<file path="src/rtl/sub_array_tile_loader.sv">
// Element-serial tile loader: accepts a ROWS x COLS tile in row-major order and
// scatters it into the sub-array packing order, then offers the flat tile via valid/ready.
module sub_array_tile_loader #(
    parameter int BIT_WIDTH = 4,
    parameter int ROWS      = 8,
    parameter int COLS      = 8,
    parameter int SUB_ROWS  = 4
) (
    input  logic                            clk,
    input  logic                            rst,
    input  logic                            flush,
    input  logic [BIT_WIDTH-1:0]            in_data,
    input  logic                            in_valid,
    input  logic                            in_last,
    output logic                            in_ready,
    output logic [ROWS*COLS*BIT_WIDTH-1:0]  out_flat,
    output logic                            out_valid,
    input  logic                            out_ready,
    output logic [$clog2(ROWS*COLS+1)-1:0]  elem_count,
    output logic                            last_err
);
    localparam int N  = ROWS * COLS;
    localparam int CW = $clog2(N + 1);
    localparam int RW = (ROWS > 1) ? $clog2(ROWS) : 1;
    localparam int XW = (COLS > 1) ? $clog2(COLS) : 1;
    localparam int IW = $clog2(N) + 1;

    typedef enum logic {FILL, HOLD} state_t;

    state_t          state_q;
    logic [RW-1:0]   row_q, row_d;
    logic [XW-1:0]   col_q, col_d;
    logic [CW-1:0]   count_q;
    logic            in_ready_q, out_valid_q, last_err_q;
    logic            accept, at_last_pos;
    logic [IW-1:0]   row_ext, col_ext, idx;
    logic [BIT_WIDTH-1:0] tile_q [N];

    // A flush in the same cycle as a handshake discards the element.
    assign accept      = in_valid && in_ready_q && !flush;
    assign at_last_pos = (row_q == RW'(ROWS - 1)) && (col_q == XW'(COLS - 1));
    assign row_ext     = IW'(row_q);
    assign col_ext     = IW'(col_q);

    always_comb begin
        if (row_ext < IW'(SUB_ROWS)) begin
            idx = col_ext * IW'(SUB_ROWS) + row_ext;
        end else begin
            idx = IW'(COLS * SUB_ROWS) + col_ext * IW'(ROWS - SUB_ROWS) + (row_ext - IW'(SUB_ROWS));
        end
    end

    always_comb begin
        col_d = col_q + XW'(1);
        row_d = row_q;
        if (col_q == XW'(COLS - 1)) begin
            col_d = '0;
            row_d = row_q + RW'(1);
        end
    end

    always_ff @(posedge clk or posedge rst) begin
        if (rst) begin
            state_q     <= FILL;
            row_q       <= '0;
            col_q       <= '0;
            count_q     <= '0;
            in_ready_q  <= 1'b1;
            out_valid_q <= 1'b0;
            last_err_q  <= 1'b0;
        end else begin
            last_err_q <= 1'b0;
            if (flush) begin
                state_q     <= FILL;
                row_q       <= '0;
                col_q       <= '0;
                count_q     <= '0;
                in_ready_q  <= 1'b1;
                out_valid_q <= 1'b0;
            end else begin
                case (state_q)
                    FILL: begin
                        if (accept) begin
                            last_err_q <= in_last ^ at_last_pos;
                            if (at_last_pos) begin
                                state_q     <= HOLD;
                                row_q       <= '0;
                                col_q       <= '0;
                                count_q     <= '0;
                                in_ready_q  <= 1'b0;
                                out_valid_q <= 1'b1;
                            end else begin
                                row_q   <= row_d;
                                col_q   <= col_d;
                                count_q <= count_q + CW'(1);
                            end
                        end
                    end
                    HOLD: begin
                        if (out_ready) begin
                            state_q     <= FILL;
                            in_ready_q  <= 1'b1;
                            out_valid_q <= 1'b0;
                        end
                    end
                    default: state_q <= FILL;
                endcase
            end
        end
    end

    // One register slot per packed position; only the addressed slot loads.
    for (genvar gi = 0; gi < N; gi++) begin : g_slot
        always_ff @(posedge clk or posedge rst) begin
            if (rst) begin
                tile_q[gi] <= '0;
            end else if (accept && (idx == IW'(gi))) begin
                tile_q[gi] <= in_data;
            end
        end
        assign out_flat[gi*BIT_WIDTH +: BIT_WIDTH] = tile_q[gi];
    end

    assign in_ready   = in_ready_q;
    assign out_valid  = out_valid_q;
    assign elem_count = count_q;
    assign last_err   = last_err_q;

endmodule

</file>
<file path="config.mk">
export PLATFORM = sky130hd
export DESIGN_NAME = sub_array_tile_loader
export DESIGN_NICKNAME = d
export VERILOG_FILES = /design/src/rtl/sub_array_tile_loader.sv
export SDC_FILE = /design/constraint.sdc
export NUM_CORES = 1
export LEC_CHECK = 0
export ABC_AREA = 0
export BUFFER_PORTS_ARGS = -buffer_cell sky130_fd_sc_hd__buf_2
export CAP_MARGIN = 20
export CORE_ASPECT_RATIO = 0.75
export CORE_MARGIN = 4
export CORE_UTILIZATION = 35
export DETAILED_ROUTE_END_ITERATION = 10
export PLACE_DENSITY = 0.62
export SYNTH_ARGS = -nofsm -noshare
export SYNTH_HDL_FRONTEND = slang
export SYNTH_SLANG_ARGS = --single-unit
</file>
<file path="constraint.sdc">
create_clock -name clk -period 12.4 [get_ports clk]
set_clock_uncertainty 0.2 [all_clocks]
set_input_delay 0 -clock clk [delete_from_list [all_inputs] [get_ports clk]]
set_output_delay 0 -clock clk [all_outputs]
set_load 0.03 [all_outputs]
</file>
==> metrics.txt <==
Nets between 1,000 and 1,500; Final setup viols 0; DP Area about 13,000 µm²; largest cells by area after synthesis dfrtp_1 (58%), mux2_2 (21%), mux2_1 (3.9%); Std-Cell Core Area 32,600 µm²; DRT antenna net count 0; CP Buf/Inv Count 2; DR WL/cell 21.3 µm; TritonCTS Buffers 28; leakage approximately 7.7 nW; root buf cell clkbuf_16; Syn Area/Cell about 15 µm²; dpl hpwl ~21,000 µm; initial antenna violation count 0; CTS tree built; status finished clean; Primary FF master, synth dfrtp_1; ys async rst share 1.00; worst-path cell chain inv_1 > nand2_1 > fa_1 > xor2_1 > mux2i_4 > buf_4 > nand4_1 > mux2_2; fin crit period between 3 and 4 ns; Slew Limit Headroom 0.329; mux cell area share after synthesis 0.251; TritonCTS Sinks about 270; routed vias about 7,400; Rows 57; IO Count about 280; Starting Density 0.357; largest net degree at the start of global routing 138; sequential cell area fraction in the yosys report 0.587; Logic pwr share 0.062; Critical Path AT between 3 and 4 ns; Critical-path top delay cell dfrtp_1; internal power between 1 and 1.5 mW; Critical Path End Type flip-flop; final wirelength between 30,000 and 40,000 µm; Peak VDD IR roughly 0.09 mV; post-layout util 0.445; IO Port Bufs between 200 and 300; post-synthesis adder-cell area fraction 0.0146; die width 219 µm; setup_tns 0 ns; DIE AREA between 30,000 and 40,000 µm²; Max H-tree Level 1; Max Slew Vio Count 0; Setup CP Type flip-flop to flip-flop; delay of the slowest cell on the worst path 0.56 ns; Sw Pwr 0.455 mW; maxcap violations 0; most frequent cells in the layout buf_2 (275), dfrtp_1 (272), mux2_2 (216); fraction of layout cells with a size suffix above 1 0.578; vias in the first global route 7,956; largest family of logic cells by synthesized area multiplexers; Iter 0 DRT Violations between 400 and 500; #FFs+latches synth approximately 270; Layout area overhead 24.5%; Cell Pwr Density around 130 nW/µm²; fin crit share 0.297; syn_nets 787; worst setup margin roughly 8.7 ns; clock latency on the worst-skew pair 0.55 ns; highest metal used met4; Min-Delay Path Class input pin to async pin; Sw Share 0.235; Synth Area in Compound Gates 0.0216; fmax 0.271 GHz; Worst path top cell family by delay multiplexers; Cell Area, Synth roughly 12,000 µm²; CTS max path bufs 3; Hold Slack approximately 0.001 ns; wire length on met1 ~15,000 µm; commonest non-fill, non-tap cell in the layout buf_2; CP Data Required Time around 13 ns; clock network fraction of design power 0.465; Reg power frac 0.473; drt first pass iters 4; WL met2 roughly 14,000 µm; Ys Warns 0; simple-gate area share of the yosys netlist 0.102; Critical Path Source Type flip-flop; CP Max Fanout 17; GP Congestion between 0.7 and 0.8; ANT cells 0; clock transition at the registers of the reported paths approximately 0.06 ns; post-synth top area share 0.584; RSZ-0062 raised after global routing no; Post-synth EDFFs 0; die height around 170 µm; Placed Cells 1,442; gr ovfl total 0; DP Worst Slack around 8.7 ns; total power just under 2 mW; fin area ~15,000 µm²; routed vias/inst between 4 and 5; Hold Vio Cnt, Final 0; Post-Synthesis Cells between 700 and 800; Non-Filler Instances about 1,500; global-route wire length before repair between 50,000 and 60,000 µm; Yosys cell types 54; GRT Resource Usage Total 0.175; DRC viols 0; routed length on met3 about 2500 µm; cell taking the most area after synthesis dfrtp_1; Slew @ Worst Pin 1.00 ns; Post-Synth XOR/XNOR Area 0.00226
[final timing paths]
path | start | end | slack [ns] | depth (start not counted)
setup / recovery | row_q[2] | out_flat[68] | 8.72 | 8
hold reg to reg | elem_count[6] | elem_count[6] | 0.28 | 1
hold / removal | rst | out_flat[28] | 0.001 | 3
min in group clk | in_data[1] | out_flat[9] | 0.05 | 3
setup reg to reg | row_q[2] | out_flat[68] | 8.72 | 8
max in group asynchronous | rst | out_flat[107] | 10.47 | 4
[power groups by stage]
stage | Clock (mW) | Sequential (mW) | Combinational (mW)
final | 0.901 | 0.918 | 0.121
after global routing | 0.968 | 0.920 | 0.132
after CTS | 0.930 | 0.917 | 0.124
after detailed placement | 0 | 0.934 | 0.122
after global placement | 0 | 0.933 | 0.121
after floorplan | 0 | 0.960 | 0.0541
[per-layer routing]
layer  track usage  vias up
li1              -     3321
met1         0.258     3863
met2         0.262      202
met3        0.0521       37
met4        0.0272        0
met5             0        -
[cell type report]
type,count,area (µm²)
Sequential cell,273,6830
Timing Repair Buffer,291,1520
Clock inverter,13,174
Tap cell,442,553
Fill cell,3035,18100
Clock buffer,37,826
Inverter,8,37.5
Multi-Input combinational cell,436,4560
[what timing repair did]
action | in CTS | in global routing
hold endpoints to repair | 150 | 0
hold buffers | 8 | 0
setup buffers | 0 | 0
gates resized for setup | 0 | 0
[Yosys cell counts, drive strengths merged, types with 2 or more instances]
library cell and n:
o31ai 4, ha 12, inv 8, dfrtp 272
a211oi 4, nand4 19, and3 2, a21oi 12
buf 21, mux2 257, xor2 2, nor2 8
and4b 4, nor3 20, nand2b 5, nand3b 2
nand3 25, clkbuf 26, nand2 12, o21ai 8
a31oi 2, nor4 17, nand4b 5, nor2b 2
[tightest hold or removal path: cells and delay by family]
family                 cells  cell delay [ns]
buffers and inverters      3             1.30
[cells by family (layout without fill, tap and decap cells)]
family                   Yosys count  count (layout)
adder cells (fa/ha/maj)           13              13
flip-flops                       273             273
buffers and inverters             55             349
multiplexers                     258             258
XOR/XNOR                           3               3
AND/OR/NAND/NOR                  127             127
AO/OA/AOI/OAI                     35              35
[sequential cells by signal, summed over array words and instances, names as in the netlist]
register and flops:
col_q 3, row_q 3, state_q 1, last_err 1, out_flat 256, in_ready 1, out_valid 1, elem_count 7
Power figures use the tool's default switching activity.
